--- src/rtl/trap_pkg.sv ---
// trap_pkg: shared state encoding, CSR addresses and cause layout for the trap sequencer.
// Rev 1.0
`default_nettype none

package trap_pkg;

   localparam int unsigned TRAP_XLEN     = 32;
   localparam int unsigned CAUSE_INT_BIT = TRAP_XLEN - 1;

   localparam logic [11:0] MEPC   = 12'h341;
   localparam logic [11:0] MCAUSE = 12'h342;
   localparam logic [11:0] MTVAL  = 12'h343;
   localparam logic [11:0] MTVEC  = 12'h305;

   typedef enum logic [2:0] {
      ST_IDLE    = 3'd0,
      ST_W_EPC   = 3'd1,
      ST_W_CAUSE = 3'd2,
      ST_W_TVAL  = 3'd3,
      ST_RD_TVEC = 3'd4,
      ST_RD_EPC  = 3'd5
   } trap_state_e;

endpackage

`default_nettype wire

--- src/rtl/mod_trap_sequencer_if.sv ---
// mod_trap_sequencer_if: requester, pipeline CSR path, CSR file ports and redirect of the trap sequencer.
// Rev 1.0
`default_nettype none

interface mod_trap_sequencer_if #(
   parameter int XLEN   = 32,
   parameter int CSR_AW = 12
);
   logic              trap_req_i;
   logic [XLEN-1:0]   trap_pc_i;
   logic [XLEN-1:0]   trap_cause_i;
   logic [XLEN-1:0]   trap_tval_i;
   logic              trap_ack_o;
   logic              mret_req_i;
   logic              mret_ack_o;
   logic              pipe_csr_req_i;
   logic              pipe_csr_we_i;
   logic [CSR_AW-1:0] pipe_csr_raddr_i;
   logic [CSR_AW-1:0] pipe_csr_waddr_i;
   logic [XLEN-1:0]   pipe_csr_wdata_i;
   logic              pipe_csr_gnt_o;
   logic [XLEN-1:0]   pipe_csr_rdata_o;
   logic [CSR_AW-1:0] csr_read_addr_o;
   logic              csr_read_enable_o;
   logic [XLEN-1:0]   csr_read_val_i;
   logic [CSR_AW-1:0] csr_write_addr_o;
   logic [XLEN-1:0]   csr_write_val_o;
   logic              csr_write_enable_o;
   logic              redirect_valid_o;
   logic [XLEN-1:0]   redirect_pc_o;
   logic              busy_o;

   modport slave (
      input  trap_req_i, trap_pc_i, trap_cause_i, trap_tval_i,
      input  mret_req_i,
      input  pipe_csr_req_i, pipe_csr_we_i, pipe_csr_raddr_i, pipe_csr_waddr_i, pipe_csr_wdata_i,
      input  csr_read_val_i,
      output trap_ack_o, mret_ack_o, pipe_csr_gnt_o, pipe_csr_rdata_o,
      output csr_read_addr_o, csr_read_enable_o,
      output csr_write_addr_o, csr_write_val_o, csr_write_enable_o,
      output redirect_valid_o, redirect_pc_o, busy_o
   );

   modport master (
      output trap_req_i, trap_pc_i, trap_cause_i, trap_tval_i,
      output mret_req_i,
      output pipe_csr_req_i, pipe_csr_we_i, pipe_csr_raddr_i, pipe_csr_waddr_i, pipe_csr_wdata_i,
      output csr_read_val_i,
      input  trap_ack_o, mret_ack_o, pipe_csr_gnt_o, pipe_csr_rdata_o,
      input  csr_read_addr_o, csr_read_enable_o,
      input  csr_write_addr_o, csr_write_val_o, csr_write_enable_o,
      input  redirect_valid_o, redirect_pc_o, busy_o
   );

endinterface

`default_nettype wire

--- src/rtl/mod_trap_target_calc.sv ---
// mod_trap_target_calc: mtvec + cause -> trap target PC. TRAP_VECTORED_MTVEC_EN enables vectored interrupts.
// Rev 1.0
`default_nettype none

module mod_trap_target_calc
   import trap_pkg::*;
#(
   parameter int XLEN = 32
) (
   input  wire logic [XLEN-1:0] i_mtvec,
   input  wire logic [XLEN-1:0] i_cause,
   output logic      [XLEN-1:0] o_target
);

   logic [XLEN-1:0] w_base;

   assign w_base = {i_mtvec[XLEN-1:2], 2'b00};

`ifdef TRAP_VECTORED_MTVEC_EN
   localparam int unsigned c_INT_BIT = CAUSE_INT_BIT + XLEN - TRAP_XLEN;

   logic [XLEN-1:0] w_ofs;
   logic            w_unused;

   // cause[XLEN-2] shifts out of range; the offset wraps with the sum
   assign w_ofs    = {i_cause[XLEN-3:0], 2'b00};
   assign w_unused = i_cause[XLEN-2];
   assign o_target = ((i_mtvec[1:0] == 2'b01) && i_cause[c_INT_BIT]) ? (w_base + w_ofs) : w_base;
`else
   logic w_unused;

   assign w_unused = ^{i_mtvec[1:0], i_cause};
   assign o_target = w_base;
`endif

endmodule

`default_nettype wire

--- src/rtl/mod_trap_sequencer.sv ---
// mod_trap_sequencer: sequences mepc/mcause/mtval writes and mtvec/mepc reads for trap entry and mret.
// Rev 1.0 -- vectored mtvec support via TRAP_VECTORED_MTVEC_EN (see mod_trap_target_calc).
`default_nettype none

module mod_trap_sequencer
   import trap_pkg::*;
#(
   parameter int XLEN   = 32,
   parameter int CSR_AW = 12
) (
   input  wire logic             clk_i,
   input  wire logic             rst_ni,
   mod_trap_sequencer_if.slave   bus
);

   localparam logic [2:0] S_IDLE    = 3'(ST_IDLE);
   localparam logic [2:0] S_W_EPC   = 3'(ST_W_EPC);
   localparam logic [2:0] S_W_CAUSE = 3'(ST_W_CAUSE);
   localparam logic [2:0] S_W_TVAL  = 3'(ST_W_TVAL);
   localparam logic [2:0] S_RD_TVEC = 3'(ST_RD_TVEC);
   localparam logic [2:0] S_RD_EPC  = 3'(ST_RD_EPC);

   logic [2:0]        r_state;
   logic [2:0]        w_state_nxt;
   logic [XLEN-1:2]   r_pc;
   logic [XLEN-1:0]   r_cause;
   logic [XLEN-1:0]   r_tval;
   logic              r_redirect_valid;
   logic [XLEN-1:0]   r_redirect_pc;
   logic [XLEN-1:0]   w_target;

   logic              w_trap_ack;
   logic              w_mret_ack;
   logic              w_gnt;
   logic              w_rd_en;
   logic [CSR_AW-1:0] w_rd_addr;
   logic              w_wr_en;
   logic [CSR_AW-1:0] w_wr_addr;
   logic [XLEN-1:0]   w_wr_val;
   logic              w_unused;

   assign w_unused = ^bus.trap_pc_i[1:0];

   mod_trap_target_calc #(
      .XLEN (XLEN)
   ) u_target_calc (
      .i_mtvec  (bus.csr_read_val_i),
      .i_cause  (r_cause),
      .o_target (w_target)
   );

   // Arbitration is gated by reset so no enable or grant escapes while rst_ni is low
   always_comb begin
      w_state_nxt = r_state;
      w_trap_ack  = 1'b0;
      w_mret_ack  = 1'b0;
      w_gnt       = 1'b0;
      w_rd_en     = 1'b0;
      w_rd_addr   = '0;
      w_wr_en     = 1'b0;
      w_wr_addr   = '0;
      w_wr_val    = '0;
      case (r_state)
         S_IDLE: begin
            if (rst_ni) begin
               if (bus.trap_req_i) begin
                  w_trap_ack  = 1'b1;
                  w_state_nxt = S_W_EPC;
               end else if (bus.mret_req_i) begin
                  w_mret_ack  = 1'b1;
                  w_state_nxt = S_RD_EPC;
               end else if (bus.pipe_csr_req_i) begin
                  w_gnt     = 1'b1;
                  w_rd_en   = 1'b1;
                  w_rd_addr = bus.pipe_csr_raddr_i;
                  if (bus.pipe_csr_we_i) begin
                     w_wr_en   = 1'b1;
                     w_wr_addr = bus.pipe_csr_waddr_i;
                     w_wr_val  = bus.pipe_csr_wdata_i;
                  end
               end
            end
         end
         S_W_EPC: begin
            w_wr_en     = 1'b1;
            w_wr_addr   = CSR_AW'(MEPC);
            w_wr_val    = {r_pc, 2'b00};
            w_state_nxt = S_W_CAUSE;
         end
         S_W_CAUSE: begin
            w_wr_en     = 1'b1;
            w_wr_addr   = CSR_AW'(MCAUSE);
            w_wr_val    = r_cause;
            w_state_nxt = S_W_TVAL;
         end
         S_W_TVAL: begin
            w_wr_en     = 1'b1;
            w_wr_addr   = CSR_AW'(MTVAL);
            w_wr_val    = r_tval;
            w_state_nxt = S_RD_TVEC;
         end
         S_RD_TVEC: begin
            w_rd_en     = 1'b1;
            w_rd_addr   = CSR_AW'(MTVEC);
            w_state_nxt = S_IDLE;
         end
         S_RD_EPC: begin
            w_rd_en     = 1'b1;
            w_rd_addr   = CSR_AW'(MEPC);
            w_state_nxt = S_IDLE;
         end
         default: w_state_nxt = S_IDLE;
      endcase
   end

   always_ff @(posedge clk_i or negedge rst_ni) begin
      if (!rst_ni) begin
         r_state          <= S_IDLE;
         r_pc             <= '0;
         r_cause          <= '0;
         r_tval           <= '0;
         r_redirect_valid <= 1'b0;
         r_redirect_pc    <= '0;
      end else begin
         r_state          <= w_state_nxt;
         r_redirect_valid <= 1'b0;
         if (w_trap_ack) begin
            r_pc    <= bus.trap_pc_i[XLEN-1:2];
            r_cause <= bus.trap_cause_i;
            r_tval  <= bus.trap_tval_i;
         end
         if (r_state == S_RD_TVEC) begin
            r_redirect_valid <= 1'b1;
            r_redirect_pc    <= w_target;
         end else if (r_state == S_RD_EPC) begin
            r_redirect_valid <= 1'b1;
            r_redirect_pc    <= {bus.csr_read_val_i[XLEN-1:2], 2'b00};
         end
      end
   end

   assign bus.trap_ack_o         = w_trap_ack;
   assign bus.mret_ack_o         = w_mret_ack;
   assign bus.pipe_csr_gnt_o     = w_gnt;
   assign bus.pipe_csr_rdata_o   = w_gnt ? bus.csr_read_val_i : '0;
   assign bus.csr_read_addr_o    = w_rd_addr;
   assign bus.csr_read_enable_o  = w_rd_en;
   assign bus.csr_write_addr_o   = w_wr_addr;
   assign bus.csr_write_val_o    = w_wr_val;
   assign bus.csr_write_enable_o = w_wr_en;
   assign bus.redirect_valid_o   = r_redirect_valid;
   assign bus.redirect_pc_o      = r_redirect_pc;
   assign bus.busy_o             = (r_state != S_IDLE);

endmodule

`default_nettype wire

--- src/flat_wrapper.sv ---
// flat-port wrapper written by rule: the top's interface ports become plain ports
module mod_trap_sequencer_flat import trap_pkg::*;
#(
   parameter int XLEN   = 32,
   parameter int CSR_AW = 12
)
  (clk_i, rst_ni, bus_trap_req_i, bus_trap_pc_i, bus_trap_cause_i, bus_trap_tval_i, bus_mret_req_i, bus_pipe_csr_req_i, bus_pipe_csr_we_i, bus_pipe_csr_raddr_i, bus_pipe_csr_waddr_i, bus_pipe_csr_wdata_i, bus_csr_read_val_i, bus_trap_ack_o, bus_mret_ack_o, bus_pipe_csr_gnt_o, bus_pipe_csr_rdata_o, bus_csr_read_addr_o, bus_csr_read_enable_o, bus_csr_write_addr_o, bus_csr_write_val_o, bus_csr_write_enable_o, bus_redirect_valid_o, bus_redirect_pc_o, bus_busy_o);
  mod_trap_sequencer_if #(.XLEN(XLEN), .CSR_AW(CSR_AW)) bus_i ();
  input  wire logic clk_i;
  input  wire logic rst_ni;
  input wire logic [$bits(bus_i.trap_req_i)-1:0] bus_trap_req_i;
  input wire logic [$bits(bus_i.trap_pc_i)-1:0] bus_trap_pc_i;
  input wire logic [$bits(bus_i.trap_cause_i)-1:0] bus_trap_cause_i;
  input wire logic [$bits(bus_i.trap_tval_i)-1:0] bus_trap_tval_i;
  input wire logic [$bits(bus_i.mret_req_i)-1:0] bus_mret_req_i;
  input wire logic [$bits(bus_i.pipe_csr_req_i)-1:0] bus_pipe_csr_req_i;
  input wire logic [$bits(bus_i.pipe_csr_we_i)-1:0] bus_pipe_csr_we_i;
  input wire logic [$bits(bus_i.pipe_csr_raddr_i)-1:0] bus_pipe_csr_raddr_i;
  input wire logic [$bits(bus_i.pipe_csr_waddr_i)-1:0] bus_pipe_csr_waddr_i;
  input wire logic [$bits(bus_i.pipe_csr_wdata_i)-1:0] bus_pipe_csr_wdata_i;
  input wire logic [$bits(bus_i.csr_read_val_i)-1:0] bus_csr_read_val_i;
  output wire logic [$bits(bus_i.trap_ack_o)-1:0] bus_trap_ack_o;
  output wire logic [$bits(bus_i.mret_ack_o)-1:0] bus_mret_ack_o;
  output wire logic [$bits(bus_i.pipe_csr_gnt_o)-1:0] bus_pipe_csr_gnt_o;
  output wire logic [$bits(bus_i.pipe_csr_rdata_o)-1:0] bus_pipe_csr_rdata_o;
  output wire logic [$bits(bus_i.csr_read_addr_o)-1:0] bus_csr_read_addr_o;
  output wire logic [$bits(bus_i.csr_read_enable_o)-1:0] bus_csr_read_enable_o;
  output wire logic [$bits(bus_i.csr_write_addr_o)-1:0] bus_csr_write_addr_o;
  output wire logic [$bits(bus_i.csr_write_val_o)-1:0] bus_csr_write_val_o;
  output wire logic [$bits(bus_i.csr_write_enable_o)-1:0] bus_csr_write_enable_o;
  output wire logic [$bits(bus_i.redirect_valid_o)-1:0] bus_redirect_valid_o;
  output wire logic [$bits(bus_i.redirect_pc_o)-1:0] bus_redirect_pc_o;
  output wire logic [$bits(bus_i.busy_o)-1:0] bus_busy_o;
  assign bus_i.trap_req_i = bus_trap_req_i;
  assign bus_i.trap_pc_i = bus_trap_pc_i;
  assign bus_i.trap_cause_i = bus_trap_cause_i;
  assign bus_i.trap_tval_i = bus_trap_tval_i;
  assign bus_i.mret_req_i = bus_mret_req_i;
  assign bus_i.pipe_csr_req_i = bus_pipe_csr_req_i;
  assign bus_i.pipe_csr_we_i = bus_pipe_csr_we_i;
  assign bus_i.pipe_csr_raddr_i = bus_pipe_csr_raddr_i;
  assign bus_i.pipe_csr_waddr_i = bus_pipe_csr_waddr_i;
  assign bus_i.pipe_csr_wdata_i = bus_pipe_csr_wdata_i;
  assign bus_i.csr_read_val_i = bus_csr_read_val_i;
  assign bus_trap_ack_o = bus_i.trap_ack_o;
  assign bus_mret_ack_o = bus_i.mret_ack_o;
  assign bus_pipe_csr_gnt_o = bus_i.pipe_csr_gnt_o;
  assign bus_pipe_csr_rdata_o = bus_i.pipe_csr_rdata_o;
  assign bus_csr_read_addr_o = bus_i.csr_read_addr_o;
  assign bus_csr_read_enable_o = bus_i.csr_read_enable_o;
  assign bus_csr_write_addr_o = bus_i.csr_write_addr_o;
  assign bus_csr_write_val_o = bus_i.csr_write_val_o;
  assign bus_csr_write_enable_o = bus_i.csr_write_enable_o;
  assign bus_redirect_valid_o = bus_i.redirect_valid_o;
  assign bus_redirect_pc_o = bus_i.redirect_pc_o;
  assign bus_busy_o = bus_i.busy_o;
  mod_trap_sequencer #(.XLEN(XLEN), .CSR_AW(CSR_AW)) u_core (.clk_i(clk_i), .rst_ni(rst_ni), .bus(bus_i));
endmodule
--- config.mk ---
export PLATFORM = sky130hd
export DESIGN_NAME = mod_trap_sequencer_flat
export DESIGN_NICKNAME = d
export VERILOG_FILES = /design/src/rtl/trap_pkg.sv /design/src/rtl/mod_trap_sequencer_if.sv /design/src/rtl/mod_trap_target_calc.sv /design/src/rtl/mod_trap_sequencer.sv /design/src/flat_wrapper.sv
export SDC_FILE = /design/constraint.sdc
export NUM_CORES = 1
export LEC_CHECK = 0
export CORE_AREA = 3 3 122 124
export DETAILED_ROUTE_END_ITERATION = 7
export DIE_AREA = 0 0 125 127
export DONT_BUFFER_PORTS = 1
export PLACE_DENSITY = 0.68
export SETUP_SLACK_MARGIN = 0.15
export SLEW_MARGIN = 20
export SYNTH_ARGS = -nofsm -noshare
export SYNTH_HDL_FRONTEND = slang
export SYNTH_HIERARCHICAL = 1
export SYNTH_SLANG_ARGS = --single-unit
--- constraint.sdc ---
create_clock -name clk_i -period 1.6 [get_ports clk_i]
set_input_delay 0.16 -clock clk_i [delete_from_list [all_inputs] [get_ports clk_i]]
set_output_delay 0.16 -clock clk_i [all_outputs]
set_load 0.1 [all_outputs]
==> impl_metrics.env, run 1 <==
export IMPL_crit_path_start_kind="register"
export IMPL_rrSetupSlack_ps=-460
export IMPL_grt_start_max_net_pins=137
export IMPL_portBuffers=0
export IMPL_fin_cells=1077
export IMPL_die_w_um=125
export IMPL_fin_crit_ps=2279
export IMPL_core_rowCount=43
export IMPL_drv_slew=0
export IMPL_arrival_ps=2120
export IMPL_final_nets=1070
export IMPL_place_inst=836
export IMPL_grt_antenna_before_repair=3
export IMPL_multiInputGateArea_sq_um=4380
export IMPL_cts_root_buf="clkbuf_16"
export IMPL_ys_flop_type="dfrtp_1"
export IMPL_grt_remaining_overflow=0
export IMPL_path_class="register to primary output"
export IMPL_synthDistinctLibCells=36
export IMPL_yosys_register_bits=130
export IMPL_start_util=0.5141
export IMPL_cts_buffer_depth=2
export IMPL_final_area_sq_um=12950
export IMPL_rsz0062_at_grt="true"
export IMPL_fill_cells=399
export IMPL_fp_coreArea_sq_um=13880
export IMPL_htree_levels=4
export IMPL_area_growth_pct=81.48
export IMPL_hold_path_class="input port to asynchronous set/reset pin"
export IMPL_dpl_hpwl_mm=15.14
export IMPL_cp_slowest_cell="dfrtp_4"
export IMPL_place_congestion=0.8460
export IMPL_drt_wl_total_mm=33.51
export IMPL_hold_viol=130
export IMPL_synth_edff_count=0
export IMPL_postSynthAreaPerCell_sq_um=11.51
export IMPL_first_pass_iters=5
export IMPL_tns_ps=-96770
export IMPL_fin_skew_ps=9.372
export IMPL_path_max_fanout=6
export IMPL_drt_initial_drc_count=643
export IMPL_final_layout_size_suffix_gt1_frac=0.5336
export IMPL_max_freq_mhz=438.8
export IMPL_clk_latency_ps=420
export IMPL_crit_chain="buf_12 > clkbuf_16 > mux2i_1 > a211oi_2 > a21o_4"
export IMPL_wl_per_cell_um=31.12
export IMPL_ff2ff_path_depth=10
export IMPL_grt_pass1_vias=7003
export IMPL_r2r_end="u_core/bus.redirect_pc_o[12]$_DFFE_PN0N_"
export IMPL_violations="negative hold slack, negative setup slack"
export IMPL_setup_viol_count_final=219
export IMPL_die_h_um=127
export IMPL_grt_pass1_wl_mm=42.17
export IMPL_clk_pin_slew_worst_paths_ps=60
export IMPL_dieArea_sq_um=15880
export IMPL_cts_buffers=17
export IMPL_synthArstFlopShare=1.000
export IMPL_crit_required_ps=1440
export IMPL_numClockSinks=130
export IMPL_holdWs_ps=-564.6
export IMPL_detail_route_antenna_nets=0
export IMPL_syn_cell_area_sq_um=7136
export IMPL_r2r_start="u_core/r_state[0]$_DFFE_PN0P_"
export IMPL_cp_end_kind="primary output"
export IMPL_fin_crit_sh=1.424
export IMPL_grtUsageTotal=0.3473
export IMPL_critical_path_max_stage_delay_ps=520
export IMPL_seqCellArea_sq_um=3259
export IMPL_cap_violations=0
export IMPL_cts_tree="yes"
export IMPL_vias_per_cell=6.246
export IMPL_drcViolationCount=0
export IMPL_vias=6727
export IMPL_status="complete, but fails checks"
export IMPL_yosysWarnings=6
export IMPL_place_area_sq_um=9370
export IMPL_ys_seq_area_frac=0.4559
export IMPL_cts_hold_buf=126
export IMPL_netlist_instances=620
export IMPL_layout_setup_ws_ps=-678.7
export IMPL_io_pin_count=317
-- cells in the mapped netlist (2+ instances only) --
library cell | instances | share of area
mux2_4 | 40 | 0.084
inv_1 | 3 | 0.0016
clkbuf_1 | 29 | 0.015
and2_1 | 7 | 0.0061
a21o_1 | 34 | 0.036
a21oi_1 | 36 | 0.025
mux2_1 | 9 | 0.014
nand2b_1 | 2 | 0.0018
nor2_1 | 6 | 0.0032
a211oi_1 | 30 | 0.032
nand3_1 | 4 | 0.0028
a22o_1 | 2 | 0.0025
mux2_2 | 45 | 0.071
o21a_1 | 2 | 0.0021
mux2i_1 | 62 | 0.087
buf_2 | 12 | 0.0084
nand2_1 | 36 | 0.019
buf_4 | 39 | 0.041
o32ai_1 | 2 | 0.0025
dfrtp_1 | 130 | 0.46
and3_1 | 41 | 0.036
buf_12 | 5 | 0.014
o21ai_0 | 31 | 0.022
-- metrics by stage --
stage | util | setup WS [ps]
final | 0.9329 | -678.7
after global routing | 0.9326 | -695.8
after CTS | 0.8963 | -561.9
after floorplan | - | -882.5
after detailed placement | 0.6751 | -226.4
after global placement | 0.6751 | -163.1
-- what timing repair did --
action,in CTS,in global routing
endpoints found under the setup margin,218,221
gates resized for setup,100,67
gates cloned,18,6
endpoints found under the hold margin,256,130
buffers inserted,34,21
pin swaps,35,71
-- kinds of logic after synthesis --
kind of cell              after synthesis  share of synthesized area
xor gates and xnor gates                1                   0.001228
other                                   1                  0.0005255
and+or+nand+nor                       102                    0.07803
AOI/OAI and AO/OA                     139                     0.1234
DFF                                   130                     0.4559
muxes                                 156                     0.2564
buffers and inverters                  91                    0.08452
-- worst max-delay path by stage --
stage               slack [ps]                       to  cells after the start                           from
floorplan                 -880   bus_csr_read_addr_o[0]                      5  u_core/r_state[1]$_DFFE_PN0P_
global placement          -160           bus_mret_ack_o                      4  u_core/r_state[0]$_DFFE_PN0P_
detailed placement        -230  bus_csr_write_val_o[18]                      4  u_core/r_state[0]$_DFFE_PN0P_
CTS                       -560  bus_csr_write_val_o[27]                      6  u_core/r_state[0]$_DFFE_PN0P_
global route              -700  bus_csr_write_val_o[27]                      6  u_core/r_state[0]$_DFFE_PN0P_
finish                    -680   bus_csr_write_val_o[8]                      5  u_core/r_state[0]$_DFFE_PN0P_
-- critical path: cells and delay by family, from the launching register on --
kind	cells	cell delay [ps]
flip-flops	1	520
AO/OA/AOI/OAI	2	660
multiplexers	1	190
buffers and inverters	2	320
-- cells in the final DEF (no fill, tap or decap), types with 22 or more instances in the layout --
cell type,n
dfrtp_1,127
dlygate4sd3_1,126
mux2_4,94
buf_12,84
buf_4,58
mux2i_1,50
and3_4,41
a21o_4,34
nand2_1,32
o21ai_1,30
buf_6,28
a21oi_1,27
clkbuf_16,22
-- per-layer routing --
| metal | vias to the layer above | global-route usage | part of all wire |
|---|---|---|---|
| li1 | 2727 | - | - |
| met1 | 3364 | 0.3778 | 0.34 |
| met2 | 500 | 0.6295 | 0.53 |
| met3 | 136 | 0.08487 | 0.072 |
| met4 | 0 | 0.1792 | 0.058 |
| met5 | - | 0 | 0 |
-- registers in the layout (all words and copies together) (netlist names) --
name,cells
u_core/bus.redirect_pc_o,32
u_core/bus.redirect_valid_o,1
u_core/r_cause,32
u_core/r_pc,30
u_core/r_state,3
u_core/r_tval,32
-- area by class of cell --
class	instances	area share
repair buffers	328	0.3449
multi-input cells	400	0.3383
flip-flops and latches	130	0.2517
clock buffers	22	0.03739
well taps	180	0.01739
clock inverters	9	0.008116
inverters	3	0.001256
diodes	5	0.0009662
Power of run 1 is not shown: default switching activity piles up to over one toggle a cycle in this logic, so the estimate is an artifact.
==> run 2, diff against run 1 <==
CORE_AREA = not set   (was 3 3 122 124)
CORE_ASPECT_RATIO = 0.7   (was not set)
CORE_MARGIN = 3   (was not set)
CORE_UTILIZATION = 58   (was not set)
DIE_AREA = not set   (was 0 0 125 127)
PLACE_DENSITY = 0.76   (was 0.68)
==> impl_metrics.env, run 2 <==
export IMPL_synth_edff_count=0
export IMPL_cts_resized_gates=72
export IMPL_cts_root_buf="clkbuf_16"
export IMPL_numClockSinks=130
export IMPL_place_congestion=0.8399
export IMPL_cts_buffers=17
export IMPL_cts_buffer_depth=2
export IMPL_yosysWarnings=6
export IMPL_portBuffers=0
export IMPL_cts_hold_buf=122
export IMPL_start_util=0.6022
export IMPL_yosys_register_bits=130
export IMPL_cts_setup_buffers=11
export IMPL_synth_area_leaders="dfrtp_1 (46%), mux2i_1 (8.7%), mux2_4 (8.4%)"
export IMPL_core_rowCount=33
export IMPL_synthDistinctLibCells=36
export IMPL_synth_top_cell_by_area="dfrtp_1"
export IMPL_io_pin_count=317
export IMPL_postSynthAreaPerCell_sq_um=11.51
export IMPL_yosysTopAreaCellShare=0.4559
export IMPL_place_ws_ps=-151.5
export IMPL_synthTopCellsByCount="dfrtp_1 (130), mux2i_1 (62), mux2_2 (45)"
export IMPL_syn_cell_area_sq_um=7136
export IMPL_place_area_sq_um=9254
export IMPL_netlist_instances=620
export IMPL_synth_most_common_cell="dfrtp_1"
export IMPL_stop_error="[ERROR DPL-0033] detailed placement checks failed during check placement."
export IMPL_haltStage="4_1_cts"
export IMPL_die_h_um=98.80
export IMPL_place_inst=803
export IMPL_htree_levels=4
export IMPL_dpl_hpwl_mm=14.88
export IMPL_ys_flop_type="dfrtp_1"
export IMPL_ys_seq_area_frac=0.4559
export IMPL_die_w_um=138.6
export IMPL_status="did not finish"
export IMPL_synthArstFlopShare=1.000
## run 2: cell families after synthesis
group           count (synthesis)  synth area share
compound gates                139            0.1234
xor+xnor                        1          0.001228
flops                         130            0.4559
simple gates                  102           0.07803
mux                           156            0.2564
buf+inv                        91           0.08452
other cells                     1         0.0005255
## run 2: per-stage QoR
step	utilization	hold slack (ps)	TNS [ps]
3_5_place_dp	0.7809	-132.8	-16120
3_3_place_gp	0.7809	-132.7	-9297
2_1_floorplan	-	-135.6	-17790
==> run 3, diff against run 2 <==
CORE_ASPECT_RATIO = not set   (was 0.7)
CORE_UTILIZATION = 40   (was 58)
PLACE_DENSITY = not set   (was 0.76)
PLACE_DENSITY_LB_ADDON = 0.15   (was not set)
SETUP_SLACK_MARGIN = not set   (was 0.15)
clock period = 2.1 ns   (was 1.6 ns; I/O delays follow)
==> impl_metrics.env, run 3 (synthesis results as in run 1) <==
export IMPL_status="complete, but fails checks"
export IMPL_violations="negative hold slack, negative setup slack"
export IMPL_final_common_cell="dfrtp_1"
export IMPL_arrival_ps=1980
export IMPL_cts_buffer_depth=2
export IMPL_setup_viol_count_final=85
export IMPL_numClockSinks=130
export IMPL_die_h_um=139.6
export IMPL_vias_per_cell=5.305
export IMPL_fill_cells=1200
export IMPL_crit_required_ps=1890
export IMPL_fin_crit_ps=2191
export IMPL_grt_pass1_vias=6162
export IMPL_grt_remaining_overflow=0
export IMPL_drt_wl_total_mm=22.78
export IMPL_vias=5623
export IMPL_final_cell_mix="dfrtp_1 (127), dlygate4sd3_1 (107), buf_12 (95), mux2i_1 (60), mux2_2 (45)"
export IMPL_utilization=0.6712
export IMPL_clk_latency_ps=420
export IMPL_area_growth_pct=63.26
export IMPL_cts_root_buf="clkbuf_16"
export IMPL_drcViolationCount=0
export IMPL_crit_path_start_kind="register"
export IMPL_cp_end_kind="primary output"
export IMPL_grt_antenna_before_repair=1
export IMPL_die_w_um=139.6
export IMPL_holdWs_ps=-515.2
export IMPL_grt_pass1_wl_mm=35.31
export IMPL_start_util=0.4111
export IMPL_rsz0062_at_grt="true"
export IMPL_path_class="register to primary output"
export IMPL_path_max_fanout=19
export IMPL_layout_setup_ws_ps=-90.63
export IMPL_cts_buffers=17
export IMPL_dpl_hpwl_mm=14.66
export IMPL_tightestPinTransition_ps=826.3
export IMPL_final_layout_size_suffix_gt1_frac=0.4628
export IMPL_max_freq_mhz=456.5
export IMPL_final_nets=1011
export IMPL_io_pin_count=317
export IMPL_cts_hold_buf=107
export IMPL_drv_slew=0
export IMPL_hold_path_class="input port to asynchronous set/reset pin"
export IMPL_fin_crit_sh=1.043
export IMPL_place_ws_ps=219.6
export IMPL_dieArea_sq_um=19480
export IMPL_drt_initial_drc_count=223
export IMPL_place_congestion=0.8229
export IMPL_core_rowCount=48
export IMPL_wl_per_cell_um=21.49
export IMPL_detail_route_antenna_nets=0
export IMPL_grt_start_max_net_pins=137
export IMPL_fp_coreArea_sq_um=17360
export IMPL_cap_violations=0
export IMPL_cts_tree="yes"
export IMPL_clk_pin_slew_worst_paths_ps=60
export IMPL_grtUsageTotal=0.2291
export IMPL_portBuffers=0
export IMPL_fin_skew_ps=5.989
export IMPL_hold_viol=130
export IMPL_htree_levels=4
export IMPL_max_slew_margin=0.4471
export IMPL_first_pass_iters=4
-- run 3: final timing paths --
| kind | cells past startpoint | slack (ps) | start | endpoint |
|---|---|---|---|---|
| max | 5 | -90 | u_core/r_state[0]$_DFFE_PN0P_ | bus_csr_write_val_o[9] |
| min | 0 | -520 | rst_ni | u_core/bus.redirect_pc_o[24]$_DFFE_PN0N_ |
| max reg2reg | 7 | 60 | u_core/r_state[0]$_DFFE_PN0P_ | u_core/r_cause[27]$_DFFE_PN0P_ |
| min reg2reg | 1 | 480 | u_core/r_cause[3]$_DFFE_PN0P_ | u_core/r_cause[3]$_DFFE_PN0P_ |
| max in group asynchronous | 0 | 2310 | rst_ni | u_core/r_tval[30]$_DFFE_PN0P_ |
| min in group clk_i | 2 | 10 | bus_csr_read_val_i[11] | u_core/bus.redirect_pc_o[11]$_DFFE_PN0N_ |
-- run 3: cell type report --
class	instances	area (sq um)	area share
multi-input combinational	400	3787	0.3251
timing repair buffer	269	3694	0.3170
sequential	130	3259	0.2798
clock buffer	18	429.2	0.03684
tap	225	281.5	0.02417
clock inverter	14	177.7	0.01525
inverter	3	18.77	0.001611
antenna	1	2.502	0.0002148
-- run 3: through the flow --
step           hold WS (ps)  setup TNS, ps  std cells  area, sq um
2_1_floorplan        -85.59          -2079        621         7328
3_3_place_gp         -81.24              0        902         9306
3_5_place_dp         -80.95              0        902         9306
4_1_cts              -536.9          -3836       1055        11480
5_1_grt              -547.1         -10270       1060        11650
6_report             -515.2          -4462       1060        11650
-- run 3: metal layers --
layer	wire length (um)	global-route usage	vias to the layer above	share of wire
met5	0	0	-	0
met4	355	0.05711	0	0.016
met3	1549	0.06838	30	0.068
met2	11890	0.4084	226	0.52
met1	8984	0.2715	2756	0.39
li1	-	-	2611	-
-- run 3: repair_timing --
action | in CTS | in global routing
setup endpoints to repair | 50 | 132
setup buffers | 10 | 1
pin swaps | 34 | 16
cloned | 4 | 3
hold endpoints to repair | 236 | 130
resized for setup | 68 | 20
-- run 3: critical path, stage by stage (launching register included) --
cell and delay (ps):
dfrtp_4 520, nor3_4 220, and3_4 280, buf_12 170
a21o_1 180, buf_12 190
Power of run 3 is left out for the same reason.
==> run 4, diff against run 3 <==
CELL_PAD_IN_SITES_DETAIL_PLACEMENT = 0   (was not set)
CELL_PAD_IN_SITES_GLOBAL_PLACEMENT = 1   (was not set)
==> impl_metrics.env, run 4 (synthesis results as in run 1) <==
export IMPL_status="complete, but fails checks"
export IMPL_violations="negative hold slack, negative setup slack"
export IMPL_final_nets=1020
export IMPL_final_layout_size_suffix_gt1_frac=0.4484
export IMPL_grt_start_max_net_pins=137
export IMPL_drt_wl_total_mm=22.42
export IMPL_portBuffers=0
export IMPL_hold_path_class="input port to asynchronous set/reset pin"
export IMPL_path_max_fanout=5
export IMPL_core_rowCount=48
export IMPL_critical_path_max_stage_delay_ps=510
export IMPL_drcViolationCount=0
export IMPL_die_w_um=139.6
export IMPL_area_growth_pct=66.18
export IMPL_layout_setup_ws_ps=-146.2
export IMPL_drt_initial_drc_count=214
export IMPL_cts_buffer_depth=2
export IMPL_place_area_sq_um=9299
export IMPL_arrival_ps=2040
export IMPL_utilization=0.6832
export IMPL_numClockSinks=130
export IMPL_rsz0062_at_grt="true"
export IMPL_cap_violations=0
export IMPL_diodes=0
export IMPL_fin_skew_ps=11.14
export IMPL_grtUsageTotal=0.2237
export IMPL_grt_remaining_overflow=0
export IMPL_fill_cells=1198
export IMPL_crit_required_ps=1890
export IMPL_path_class="register to primary output"
export IMPL_vias_per_cell=5.253
export IMPL_clk_latency_ps=420
export IMPL_holdWs_ps=-512.9
export IMPL_crit_chain="nor3_4 > and3_4 > buf_12 > buf_12 > a21o_1 > buf_12"
export IMPL_wl_per_cell_um=20.99
export IMPL_cts_hold_buf=116
export IMPL_detail_route_antenna_nets=0
export IMPL_cpMostUsedCell="buf_12"
export IMPL_drv_slew=0
export IMPL_grt_antenna_before_repair=0
export IMPL_cts_tree="yes"
export IMPL_cts_buffers=17
export IMPL_final_area_sq_um=11860
export IMPL_fin_crit_sh=1.070
export IMPL_grt_pass1_vias=6124
export IMPL_first_pass_iters=4
export IMPL_crit_path_start_kind="register"
export IMPL_cp_slowest_cell="dfrtp_4"
export IMPL_vias=5610
export IMPL_io_pin_count=317
export IMPL_fin_crit_ps=2246
export IMPL_hold_viol=130
export IMPL_cts_root_buf="clkbuf_16"
export IMPL_final_common_cell="dfrtp_1"
export IMPL_place_congestion=0.7836
export IMPL_cp_depth=6
export IMPL_die_h_um=139.6
export IMPL_critPathBufInv=3
export IMPL_htree_levels=4
export IMPL_clk_pin_slew_worst_paths_ps=60
export IMPL_setup_viol_count_final=83
export IMPL_cp_end_kind="primary output"
export IMPL_start_util=0.4111
export IMPL_grt_pass1_wl_mm=34.59
export IMPL_dpl_hpwl_mm=13.83
export IMPL_path_delay_family="flip-flops"
export IMPL_dieArea_sq_um=19480
export IMPL_final_cell_mix="dfrtp_1 (127), dlygate4sd3_1 (116), buf_12 (100), mux2i_1 (62)"
export IMPL_ff2ff_path_depth=5
export IMPL_fp_coreArea_sq_um=17360
export IMPL_max_freq_mhz=445.2
==> run 4: cell count changes in the layout (fill, tap and decap cells not counted), moves of 6 or more <==
cell and delta:
a211oi_1 +6, a211oi_2 -6, a21o_2 -17, a21o_4 +17, buf_6 -9, dlygate4sd3_1 +9
==> run 4: final timing paths <==
| path | from | to | slack [ps] |
|---|---|---|---|
| worst max-delay path | u_core/r_state[0]$_DFFE_PN0P_ | bus_csr_write_val_o[16] | -150 |
| worst min-delay path | rst_ni | u_core/r_pc[29]$_DFFE_PN0P_ | -510 |
| worst max register to register | u_core/r_state[0]$_DFFE_PN0P_ | u_core/r_state[2]$_DFFE_PN0P_ | 240 |
| worst min register to register | u_core/r_cause[9]$_DFFE_PN0P_ | u_core/r_cause[9]$_DFFE_PN0P_ | 490 |
| max in group asynchronous | rst_ni | u_core/bus.redirect_pc_o[3]$_DFFE_PN0N_ | 2450 |
| min in group clk_i | bus_csr_read_val_i[30] | u_core/bus.redirect_pc_o[30]$_DFFE_PN0N_ | 10 |
==> run 4: metal layers <==
layer | GRT usage | vias to the layer above | part of all wire
li1 | - | 2636 | -
met1 | 0.2824 | 2756 | 0.42
met2 | 0.3804 | 195 | 0.51
met3 | 0.05430 | 23 | 0.056
met4 | 0.07037 | 0 | 0.014
met5 | 0 | - | 0
==> run 4: per-stage QoR <==
stage | setup TNS [ps] | worst slack [ps] | instances
after CTS | -10960 | -180.4 | 1061
after floorplan | -2079 | -435.3 | 621
after global placement | 0 | 261.1 | 901
after global routing | -11750 | -210.0 | 1068
after detailed placement | 0 | 210.9 | 901
final | -6027 | -146.2 | 1068
==> run 4: layout make-up <==
type,count,area [sq um],share of cell area
well taps,225,281.5,0.02374
repair buffers,278,3857,0.3253
clock buffers,17,425.4,0.03588
flip-flops and latches,130,3259,0.2749
multi-input cells,400,3852,0.3249
clock inverters,15,162.7,0.01372
inverters,3,18.77,0.001583
==> run 4: what timing repair did <==
item	in CTS	in global routing
gates cloned	6	4
setup endpoints to repair	46	91
buffers inserted	6	3
pin swaps	16	29
endpoints found under the hold margin	245	130
gates resized for setup	78	19
Power of run 4 is left out for the same reason.
